`src/rtl/linear_1d_accumulator.sv`:
```
// linear_1d_accumulator
//   Streaming dot-product accumulator + bias adder for the 1-D linear datapath.
//   Sums a group of signed products (delimited by IN_LAST), adds one bias word
//   from the bias stream, range-converts to DATA_WIDTH and emits one result per
//   group. OUT_LAST marks the last neuron of a layer (NUM_OUTPUTS results).
//
//   Optional feature: define LINEAR_1D_ACCUM_SATURATE_EN to clamp out-of-range
//   results to the DATA_WIDTH extremes; otherwise results wrap (truncate).
//   OUT_OVERFLOW flags out-of-range results in both builds.
//
// Ports
//   CLK, RESET_N              clock, async active-low reset
//   NUM_OUTPUTS[15:0]         results per layer (0/1 -> every result is last)
//   IN_*                      product stream (valid/ready, USER, LAST)
//   BIAS_*                    bias stream (valid/ready)
//   OUT_*                     result stream (valid/ready, USER, LAST, OVERFLOW)
module linear_1d_accumulator #(
  parameter int DATA_WIDTH = 32,
  parameter int USER_WIDTH = DATA_WIDTH/8,
  parameter int ACC_GUARD  = 8
) (
  input  logic                  CLK,
  input  logic                  RESET_N,
  input  logic [15:0]           NUM_OUTPUTS,
  output logic                  IN_READY,
  input  logic                  IN_VALID,
  input  logic [DATA_WIDTH-1:0] IN_DATA,
  input  logic [USER_WIDTH-1:0] IN_USER,
  input  logic                  IN_LAST,
  output logic                  BIAS_READY,
  input  logic                  BIAS_VALID,
  input  logic [DATA_WIDTH-1:0] BIAS_DATA,
  input  logic                  OUT_READY,
  output logic                  OUT_VALID,
  output logic [DATA_WIDTH-1:0] OUT_DATA,
  output logic [USER_WIDTH-1:0] OUT_USER,
  output logic                  OUT_LAST,
  output logic                  OUT_OVERFLOW
);

  localparam int ACC_WIDTH = DATA_WIDTH + ACC_GUARD;

  typedef enum logic [1:0] {S_ACC, S_BIAS, S_OUT} state_t;

  state_t                 state, state_nxt;
  logic [ACC_WIDTH-1:0]   acc;
  logic                   first;
  logic [USER_WIDTH-1:0]  user_q;
  logic [15:0]            cnt;
  logic [15:0]            last_idx;

  logic                   in_fire, bias_fire, out_fire;
  logic [ACC_WIDTH-1:0]   in_sext, bias_sext, sum;
  logic                   ovf;
  logic [DATA_WIDTH-1:0]  conv;

  // ---------------- FSM ----------------
  always_ff @(posedge CLK or negedge RESET_N) begin
    if (!RESET_N) state <= S_ACC;
    else          state <= state_nxt;
  end

  // Ready strobes depend on state only, so no input-to-ready comb path.
  always_comb begin
    state_nxt  = state;
    IN_READY   = 1'b0;
    BIAS_READY = 1'b0;
    case (state)
      S_ACC: begin
        IN_READY = 1'b1;
        if (IN_VALID && IN_LAST) state_nxt = S_BIAS;
      end
      S_BIAS: begin
        BIAS_READY = 1'b1;
        if (BIAS_VALID) state_nxt = S_OUT;
      end
      S_OUT: begin
        if (OUT_READY) state_nxt = S_ACC;
      end
      default: state_nxt = S_ACC;
    endcase
  end

  // ---------------- datapath ----------------
  assign in_fire   = IN_VALID & IN_READY;
  assign bias_fire = BIAS_VALID & BIAS_READY;
  assign out_fire  = (state == S_OUT) & OUT_READY;

  assign in_sext   = {{ACC_GUARD{IN_DATA[DATA_WIDTH-1]}}, IN_DATA};
  assign bias_sext = {{ACC_GUARD{BIAS_DATA[DATA_WIDTH-1]}}, BIAS_DATA};
  assign sum       = acc + bias_sext;

  // In range iff all bits from the DATA_WIDTH sign bit upward agree.
  assign ovf = ~(&sum[ACC_WIDTH-1:DATA_WIDTH-1]) & (|sum[ACC_WIDTH-1:DATA_WIDTH-1]);

`ifdef LINEAR_1D_ACCUM_SATURATE_EN
  // Overflow implies a nonzero sum, so the sign bit alone picks the rail.
  assign conv = !ovf                ? sum[DATA_WIDTH-1:0] :
                sum[ACC_WIDTH-1]    ? {1'b1, {(DATA_WIDTH-1){1'b0}}} :
                                      {1'b0, {(DATA_WIDTH-1){1'b1}}};
`else
  assign conv = sum[DATA_WIDTH-1:0];
`endif

  assign last_idx = (NUM_OUTPUTS == 16'd0) ? 16'd0 : NUM_OUTPUTS - 16'd1;

  always_ff @(posedge CLK or negedge RESET_N) begin
    if (!RESET_N) begin
      acc          <= '0;
      first        <= 1'b1;
      user_q       <= '0;
      cnt          <= '0;
      OUT_VALID    <= 1'b0;
      OUT_DATA     <= '0;
      OUT_USER     <= '0;
      OUT_LAST     <= 1'b0;
      OUT_OVERFLOW <= 1'b0;
    end else begin
      if (in_fire) begin
        acc   <= (first ? '0 : acc) + in_sext;
        first <= IN_LAST;
        if (IN_LAST) user_q <= IN_USER;
      end
      if (bias_fire) begin
        OUT_VALID    <= 1'b1;
        OUT_DATA     <= conv;
        OUT_OVERFLOW <= ovf;
        OUT_USER     <= user_q;
        OUT_LAST     <= (cnt == last_idx);
      end
      if (out_fire) begin
        OUT_VALID <= 1'b0;
        cnt       <= OUT_LAST ? 16'd0 : cnt + 16'd1;
      end
    end
  end

endmodule

```
`config.mk`:
```
export PLATFORM = sky130hd
export DESIGN_NAME = linear_1d_accumulator
export DESIGN_NICKNAME = d
export VERILOG_FILES = /design/src/rtl/linear_1d_accumulator.sv
export SDC_FILE = /design/constraint.sdc
export NUM_CORES = 1
export LEC_CHECK = 0
export CAP_MARGIN = 5
export CORE_MARGIN = 3
export CORE_UTILIZATION = 30
export DETAILED_ROUTE_END_ITERATION = 7
export PLACE_DENSITY_LB_ADDON = 0.2
export SLEW_MARGIN = 0
export SYNTH_ARGS = -nofsm -noshare
export SYNTH_HDL_FRONTEND = slang
export SYNTH_SLANG_ARGS = --single-unit
```
`constraint.sdc`:
```
create_clock -name CLK -period 5.2 [get_ports CLK]
set_clock_uncertainty 0.1 [all_clocks]
set_input_delay 0.78 -clock CLK [delete_from_list [all_inputs] [get_ports CLK]]
set_output_delay 0.78 -clock CLK [all_outputs]
set_load 0.05 [all_outputs]
```
==> results_dict.tcl, run 1 <==
set metrics [dict create \
    cts_resized 0 \
    cts_max_path_buffers 2 \
    layout.nets 1350 \
    fin_setup_tns_ns 0 \
    htree_levels 3 \
    arrival_ns 4.30 \
    hold_path.class "primary input to asynchronous set/reset pin" \
    port-buffer-count 130 \
    final_hold_viol_count 0 \
    num_rows 62 \
    dp_hpwl_um 19500 \
    synth_nets 1248 \
    place.gp.congestion 0.824 \
    syn_area_um2 8860 \
    hold_buffers 0 \
    cts-root-buf "clkbuf_16" \
    postLayoutCoreUtil_pct 37.4 \
    syn-mean-instance-area_um2 8.24 \
    slew_viol_final 0 \
    n_fill_cell 2988 \
    outcome "completed" \
    max_slew_margin_pct 49.9 \
    synth.distinct_cells 69 \
    path_max_fanout 7 \
    startpoint_type "primary input" \
    ioPinCount 131 \
    yosysWarnings 0 \
    cts.reportedPaths.clkPinSlew_ns 0.07 \
    synth_ff_type "dfrtp_1" \
    ys_seq_area_share_pct 28.8 \
    initial_utilization_pct 30.6 \
    drt_wl_total_um 24600 \
    synth_edf_count 0 \
    rsz0062_at_grt "no" \
    cts_tree "built" \
    die_h_um 178 \
    power_density_nw_per_um2 570 \
    ys_async_sr_fraction_pct 100 \
    via_per_inst 4.93 \
    insertion_delay_ns 0.36 \
    path_cells "clkdlybuf4s50_1, ha_1, nand4_1, or4_1, o211ai_1, o21ai_1, o31ai_2, a221o_1, a31oi_1, o31a_1, xnor2_1, nor4b_1, a211oi_1" \
    max_freq_mhz 240 \
    vdd_drop_max_mv 0.192 \
    multi_input_area_um2 6050 \
    cts_made_buffers 9 \
    crit_buf_inv 1 \
    cp_slowest_stage_delay_ns 0.51 \
    seq_area_um2 2550 \
    fin_crit_ns 4.17 \
    worst_setup_path_end_kind "flop" \
    syn_to_final_growth_pct 22.2 \
    n_antenna_cell 0 \
    overflow 0 \
    grt.total_usage_pct 15.8 \
    ys_seq_elements 102 \
    drtPass1Iterations 4 \
    first_iter_violations 417 \
    via_count 7727 \
    grt_pass1_vias 7509 \
    critPathSlowestCell "or4_1" \
    wl_per_cell_um 15.7 \
    cts_sinks 102 \
    post-cts-setup-buffers 0 \
    crit_family "compound AO/OA/AOI/OAI gates" \
    p_leak_nw 4.83 \
    drive_above_1_share_pct 4.65 \
    path_class "primary input to flop" \
    drv_cap 0 \
    ant_nets 0 \
    timing.final.crit_share_pct 80.1 \
    antenna_found_initial 0 \
    cp.required_ns 5.33 \
    dieWidth_um 178 \
    grt_pass1_wl_um 39800 \
    netlist_instances 1075 \
    die-area_um2 31600 \
    worstMarginPinSlew_ns 0.751 \
    grt_max_degree 74 \
    drc 0 \
    setup_violations 0 \
    core-area_um2 28900 \
]
## metrics by stage
step                instance area (um^2)  power [mW]  worst slack, ns  instances  hold slack, ns
floorplan                           8860        4.34             1.47       1075           0.357
global placement                   10500        5.45            0.704       1550           0.362
detailed placement                 10500        5.46            0.659       1550           0.372
CTS                                10800        6.22             1.03       1566           0.388
global route                       10800        6.73            0.758       1566           0.415
finish                             10800        6.17             1.03       1566           0.376
## worst register-to-register path: cells and delay by family (launching register included)
| kind | cells | cell delay (ns) |
|---|---|---|
| flip-flops | 1 | 0.72 |
| adder cells (fa/ha/maj) | 2 | 0.65 |
| AND/OR/NAND/NOR | 3 | 0.40 |
| XOR/XNOR | 1 | 0.14 |
| AO/OA/AOI/OAI | 9 | 1.90 |
## cells in the mapped netlist, types with 3 or more instances
master     count  area [um^2]
nor4_1         5         31.3
nand3_1       24          120
nand3b_1       5         37.5
mux2_2        13          146
a211o_1        4         35.0
o21ai_1       18         90.1
a221oi_1       5         43.8
nor3_1        19         95.1
nand2_1      151          567
nand4bb_1      3         33.8
dfrtp_1      101         2530
nand4_1       15         93.8
o21ai_0       91          455
o31a_1         3         26.3
or3_1          7         43.8
nor2_1        51          191
xor2_1        50          438
o21bai_1      14          105
nand2b_1       9         56.3
or2_2          3         18.8
o211ai_1       5         37.5
a211oi_1      13         97.6
a21o_1        46          345
ha_1          81         1010
o31ai_1        3         22.5
xnor2_1       59          517
and2_1         6         37.5
and3_1        12         75.1
a21oi_1       95          475
buf_2          4         20.0
clkbuf_1      37          139
a31oi_1        7         43.8
nor2b_1       45          282
or4_1          3         22.5
inv_1         24         90.1
## layer usage
layer,vias to the layer above,routed length [um],global-route usage [%]
met3,19,814,1.90
met2,145,10800,24.3
met4,0,325,3.76
met5,-,0,0
met1,3518,12600,23.5
li1,4045,-,-
## state kept, by name, summed over array words and instances, names as in the netlist, 2 cells and up
name and count:
cnt 16, user_q 4, acc 40, OUT_DATA 32, state 2, OUT_USER 4
## cells in the final DEF (no fill, tap or decap), types with 12 or more instances in the layout
cell type	Yosys	routed
xor2_1	50	50
a21oi_1	95	95
nand4_1	15	15
inv_1	24	24
a211oi_1	13	13
nor3_1	19	19
clkdlybuf4s50_1	0	129
and3_1	12	12
mux2_2	13	13
nand3_1	24	24
dfrtp_1	101	101
nor2_1	51	51
nand2_1	151	149
o21bai_1	14	14
o21ai_1	18	18
a21o_1	46	46
xnor2_1	59	59
o21ai_0	91	91
ha_1	81	81
nor2b_1	45	45
## power breakdown
group	internal (mW)	total (mW)	switching, mW
sequential	1.11	1.39	0.276
combinational	1.64	4.04	2.40
clock	0.396	0.733	0.337
total	3.15	6.17	3.01
## cells by family (layout without fill, tap and decap cells)
family / count (synthesis) / in the layout / share of synthesized area (%)
mux: 13 / 13 / 1.65
xor+xnor: 109 / 109 / 10.8
simple gates: 374 / 374 / 21.2
flops: 102 / 102 / 28.8
compound gates: 327 / 327 / 22.7
buf+inv: 67 / 174 / 2.90
fa+ha+maj: 83 / 83 / 11.9
## final timing paths
kind | cells past startpoint | to | from | slack (ns)
max | 13 | OUT_OVERFLOW | BIAS_DATA[15] | 1.03
min | 1 | OUT_DATA[29] | RESET_N | 0.38
max reg2reg | 15 | acc[34] | first | 1.16
min reg2reg | 2 | OUT_DATA[22] | OUT_DATA[22] | 0.38
max in group asynchronous | 2 | OUT_DATA[25] | RESET_N | 3.50
min in group CLK | 2 | OUT_DATA[22] | OUT_DATA[22] | 0.38
## cell type report
type | instances | area share (%)
clock buffers | 10 | 2.21
clock inverters | 6 | 0.694
inverters | 24 | 0.833
multi-input cells | 906 | 55.9
flip-flops and latches | 102 | 23.6
well taps | 384 | 4.44
repair buffers | 134 | 12.3
Power figures use the tool's default switching activity.
==> run 2: changes to the inputs <==
==> constraint.sdc (replaced) <==
create_clock -name CLK -period 3.4 [get_ports CLK]
set_clock_uncertainty 0.1 [all_clocks]
set_input_delay 0.51 -clock CLK [delete_from_list [all_inputs] [get_ports CLK]]
set_output_delay 0.51 -clock CLK [all_outputs]
set_load 0.05 [all_outputs]
==> run 2 against run 1 <==
Against the previous run:
- the flow now finishes with violations (negative setup slack)
- sequential share of layout area decreased by 3.3 points
- core utilization increased by 6.2 points
- global-route usage increased by 0.83 points
- sequential power increased by 52%
- critical path depth increased by 2
- via count increased by 10%
- non-clock buffer count increased by 185
- register-to-register slack got worse by 1.4 ns
- wire length increased by 7.3%
- critical path type is now flop to flop
- largest cell class unchanged
==> results_dict.tcl, run 2 (same netlist as run 1, synthesis figures left out) <==
set metrics [dict create \
    grt_max_degree 57 \
    max_slew_margin_pct 56.0 \
    port-buffer-count 130 \
    dp_hpwl_um 21100 \
    insertion_delay_ns 0.36 \
    final_cell_mix "buf_4 (184), nand2_1 (147), clkdlybuf4s50_1 (121), dfrtp_1 (101), a21oi_1 (83)" \
    outcome "finished, violations left" \
    cts_sinks 102 \
    crit_family "compound AO/OA/AOI/OAI gates" \
    worst_slack_ns -0.271 \
    reg.largest.list "acc x40, OUT_DATA x32, cnt x16" \
    fin_crit_ns 3.67 \
    ioPinCount 131 \
    antenna_found_initial 0 \
    grt_pass1_vias 8430 \
    path_max_fanout 12 \
    arrival_ns 3.80 \
    dieWidth_um 178 \
    crit_top_cell "nand3_2" \
    place.gp.congestion 0.868 \
    timing.hold.ws_ns 0.0550 \
    cts-root-buf "clkbuf_16" \
    die_h_um 178 \
    dp_slack_ns -0.682 \
    slew_viol_final 0 \
    via_count 8515 \
    drc 0 \
    cp_slowest_stage_delay_ns 0.54 \
    wl_per_cell_um 15.1 \
    first_iter_violations 294 \
    hold_path.class "primary input to asynchronous set/reset pin" \
    cts_max_path_buffers 2 \
    final_hold_viol_count 0 \
    htree_levels 3 \
    multi_input_area_um2 6410 \
    fin_setup_tns_ns -1.19 \
    drt_wl_total_um 26400 \
    cts_made_buffers 9 \
    seq_area_um2 2550 \
    startpoint_type "flop" \
    p_total_mw 11.1 \
    initial_utilization_pct 30.6 \
    worstMarginPinSlew_ns 0.660 \
    drv_cap 0 \
    syn_to_final_growth_pct 42.3 \
    grt.total_usage_pct 16.6 \
    path_cells "buf_12, nor2b_1, ha_1, and2_4, nand3_2, a2111o_1, a21bo_1, a211o_1, a2111oi_4, o21ai_2, nand3_2, a21o_4, nand3_1, nand4_1, or3b_1" \
    core-area_um2 28900 \
    layout.nets 1535 \
    ant_nets 0 \
    power_density_nw_per_um2 883 \
    crit_buf_inv 1 \
    regMostFlops "acc" \
    layout_commonest_cell "buf_4" \
    n_antenna_cell 0 \
    path_class "flop to flop" \
    overflow 0 \
    drive_above_1_share_pct 21.5 \
    dp.cells 1718 \
    cts.reportedPaths.clkPinSlew_ns 0.08 \
    critPathSlowestCell "dfstp_2" \
    num_rows 62 \
    largest_reg_flops 40 \
    grt_pass1_wl_um 42400 \
    final_cells 1750 \
    rsz0062_at_grt "yes" \
    cp.required_ns 3.53 \
    setup_violations 11 \
    timing.final.crit_share_pct 108 \
    max_freq_mhz 272 \
    drtPass1Iterations 4 \
    vdd_drop_max_mv 0.329 \
    cts_tree "built" \
    via_per_inst 4.87 \
    n_fill_cell 2898 \
    worst_setup_path_end_kind "flop" \
    violations "negative setup slack" \
    p_leak_nw 5.82 \
    die-area_um2 31600 \
]
[run 2: changes by cell type in the layout (fill, tap and decap cells not counted), sizes merged]
cell	previous run	this run
clkbuf	10	9
buf	5	190
dlygate4sd2	0	8
inv	28	27
clkdlybuf4s50	129	121
clkinv	0	1
[run 2: power by group]
group | internal (mW) | switching (mW)
logic | 3.73 | 4.21
registers | 1.70 | 0.407
clock network | 0.575 | 0.506
[run 2: path summary, 6_finish.rpt]
kind | startpoint | end | slack [ns] | depth (start not counted)
hold / removal | RESET_N | acc[7] | 0.06 | 1
setup reg to reg | first | acc[39] | -0.27 | 15
max in group asynchronous | RESET_N | OUT_VALID | 2.38 | 2
min in group CLK | OUT_DATA[13] | OUT_DATA[13] | 0.38 | 2
setup / recovery | first | acc[39] | -0.27 | 15
hold reg to reg | OUT_DATA[13] | OUT_DATA[13] | 0.38 | 2
[run 2: worst reg2reg max path, delay by kind of cell (launching register included)]
family,cells,cell delay (ns)
fa+ha+maj,1,0.30
simple gates,7,0.91
flops,1,0.54
compound gates,6,1.56
buf+inv,1,0.13
[run 2: final cells by class]
type	instances	share of cell area (%)
multi-input cells	906	50.9
repair buffers	319	21.9
flip-flops and latches	102	20.3
well taps	384	3.81
clock buffers	9	1.79
inverters	24	0.715
clock inverters	6	0.546
[run 2: routing by layer]
metal | global-route usage [%] | vias to the layer above | part of all wire (%)
li1 | - | 4419 | -
met1 | 23.3 | 3933 | 50
met2 | 27.5 | 135 | 46
met3 | 1.86 | 28 | 2.7
met4 | 3.53 | 0 | 1.5
met5 | 0 | - | 0
[run 2: timing repair]
| action | in CTS | in global routing |
|---|---|---|
| hold buffers | 0 | 0 |
| buffers inserted | 12 | 5 |
| setup endpoints to repair | 15 | 18 |
| gates resized for setup | 38 | 43 |
| pin swaps | 33 | 22 |
[run 2: metrics by stage]
step           utilization, %  instance area, um^2
2_1_floorplan               -                 8880
3_5_place_dp             40.9                11800
5_1_grt                  43.5                12600
3_3_place_gp             40.9                11800
4_1_cts                  42.7                12400
6_report                 43.5                12600
==> run 3: changes to the inputs <==
--- a/config.mk
+++ b/config.mk
@@ -7,7 +7,7 @@
 export LEC_CHECK = 0
 export CAP_MARGIN = 5
 export CORE_MARGIN = 3
-export CORE_UTILIZATION = 30
+export CORE_UTILIZATION = 50
 export DETAILED_ROUTE_END_ITERATION = 7
 export PLACE_DENSITY_LB_ADDON = 0.2
 export SLEW_MARGIN = 0
==> run 3 against run 2 <==
Against the previous run:
- the run still ends with negative setup slack left
- flip-flop and latch count unchanged
- global-route usage increased by 9.3 points
- count of clock-buffer cells in the layout unchanged
- worst hold slack got worse by 0.0077 ns
- critical path type unchanged
- die area down 39%
- sequential power barely moved
- largest power group unchanged
- setup slack got worse by 0.093 ns
- wire length shrank 2.7%
- core utilization up 30 points
- via count is 3.6% higher
- fmax down 2.5%
- largest cell class unchanged
==> results_dict.tcl, run 3 (same netlist as run 1, synthesis figures left out) <==
set metrics [dict create \
    core-area_um2 17300 \
    insertion_delay_ns 0.36 \
    hold_path.class "primary input to asynchronous set/reset pin" \
    cts_tree "built" \
    cts_sinks 102 \
    die-area_um2 19300 \
    cts_made_buffers 9 \
    rsz0062_at_grt "yes" \
    via_count 8825 \
    dp_slack_ns -0.621 \
    critPathSlowestCell "dfstp_2" \
    initial_utilization_pct 51.2 \
    cts.reportedPaths.clkPinSlew_ns 0.08 \
    grt_pass1_wl_um 41900 \
    place.gp.congestion 0.909 \
    drv_cap 0 \
    r2r-start "first" \
    path_cells "buf_12, nor2b_4, ha_4, a21o_1, nand3_2, a2111o_1, a21bo_1, a211o_1, a2111oi_4, o21ai_2, nand3_2, a21o_4, a21o_1, a21oi_1, or3b_1" \
    cts_max_path_buffers 2 \
    timing.final.crit_share_pct 111 \
    grt_use_met3_pct 2.69 \
    p_leak_nw 5.85 \
    max_freq_mhz 266 \
    ioPinCount 131 \
    worst_slack_ns -0.364 \
    fin_crit_ns 3.76 \
    drtPass1Iterations 5 \
    cp_slowest_stage_delay_ns 0.59 \
    startpoint_type "flop" \
    final_cell_mix "buf_4 (176), nand2_1 (147), clkdlybuf4s50_1 (115), dfrtp_1 (101), a21oi_1 (83)" \
    use_met2_pct 42.9 \
    first_iter_violations 422 \
    die_h_um 139 \
    layout_commonest_cell "buf_4" \
    worst_setup_path_end_kind "flop" \
    via_per_inst 5.56 \
    max_slew_margin_pct 47.7 \
    final_hold_viol_count 0 \
    dp_hpwl_um 19700 \
    reg.largest.list "acc x40, OUT_DATA x32, cnt x16" \
    outcome "finished, violations left" \
    overflow 0 \
    n_fill_cell 1332 \
    port-buffer-count 130 \
    slew_viol_final 0 \
    grt_pass1_vias 8624 \
    htree_levels 3 \
    drt_wl_total_um 25700 \
    cp.required_ns 3.54 \
    path_max_fanout 7 \
    multi_input_area_um2 6670 \
    r2r_end "acc[39]" \
    setup_violations 16 \
    grt_busiest_layer "met2" \
    arrival_ns 3.90 \
    layout.nets 1531 \
    vdd_drop_max_mv 0.396 \
    syn_to_final_growth_pct 42.7 \
    num_rows 48 \
    wl_per_cell_um 16.2 \
    worstMarginPinSlew_ns 0.777 \
    drive_above_1_share_pct 23.6 \
    path_class "flop to flop" \
    cts-root-buf "clkbuf_16" \
    dieWidth_um 139 \
    seq_area_um2 2550 \
    grt.total_usage_pct 25.9 \
    ff2ff_setup_slack_ns -0.36 \
    final_cells 1588 \
    grt_max_degree 60 \
    power_density_nw_per_um2 893 \
    antenna_found_initial 0 \
    r2r_cells 15 \
    regMostFlops "acc" \
    ant_nets 0 \
    largest_reg_flops 40 \
    drc 0 \
    grtUsageMet1_pct 36.1 \
    dp.cells 1550 \
    n_antenna_cell 0 \
    violations "negative setup slack" \
]
-- run 3: cell types whose count changed in the layout (fill, tap and decap cells not counted), moves of 5 or more --
cell             before  now
nor2b_1              44   36
buf_4               184  176
dlygate4sd2_1         8   14
ha_1                 74   65
clkdlybuf4s50_1     121  115
nor2b_4               0    5
ha_4                  6   14
-- run 3: worst max-delay path by stage --
stage	startpoint	to	slack, ns	cells past startpoint
after global placement	BIAS_DATA[0]	OUT_OVERFLOW	-0.54	15
final	first	acc[39]	-0.36	15
after CTS	first	acc[39]	-0.33	15
after detailed placement	IN_DATA[3]	acc[39]	-0.62	14
after floorplan	first	acc[39]	-0.17	15
after global routing	first	acc[29]	-0.48	16
-- run 3: cell type report --
class | count | area share [%]
Multi-Input combinational cell | 906 | 52.8
Timing Repair Buffer | 315 | 21.7
Sequential cell | 102 | 20.2
Tap cell | 225 | 2.23
Clock buffer | 9 | 1.78
Inverter | 24 | 0.713
Clock inverter | 7 | 0.594
-- run 3: critical path: cells and delay by family (launching register included) --
kind | cells | cell delay, ns
simple gates | 4 | 0.59
fa+ha+maj | 1 | 0.26
compound gates | 9 | 1.94
flops | 1 | 0.59
buf+inv | 1 | 0.16
-- run 3: stage by stage --
| stage | hold WS, ns | total power, mW | utilization (%) | instance area, um^2 | setup TNS [ns] |
|---|---|---|---|---|---|
| final | 0.0473 | 11.3 | 73.1 | 12600 | -2.42 |
| after global routing | 0.0925 | 12.1 | 73.1 | 12600 | -4.74 |
| after CTS | 0.0632 | 10.8 | 71.1 | 12300 | -1.74 |
| after detailed placement | 0.369 | 9.33 | 66.8 | 11500 | -6.88 |
| after global placement | 0.359 | 9.15 | 66.8 | 11500 | -5.36 |
| after floorplan | 0.114 | 6.65 | - | 8880 | -0.172 |
-- run 3: layer usage --
layer  wire (um)  vias to the layer above
met5           0                        -
met4         504                        0
met3        1210                       36
met2       12100                      222
met1       11900                     4155
li1            -                     4412
-- run 3: timing repair --
item / CTS / global route
endpoints found under the setup margin: 15 / 21
pin swaps: 44 / 39
buffers inserted: 13 / 10
cloned: 1 / 0
hold buffers: 0 / 0
gates resized for setup: 80 / 54
-- run 3: report_power, final --
part	total, mW	internal, mW	switching, mW
logic	8.12	3.77	4.35
registers	2.12	1.70	0.412
clock network	1.05	0.523	0.528
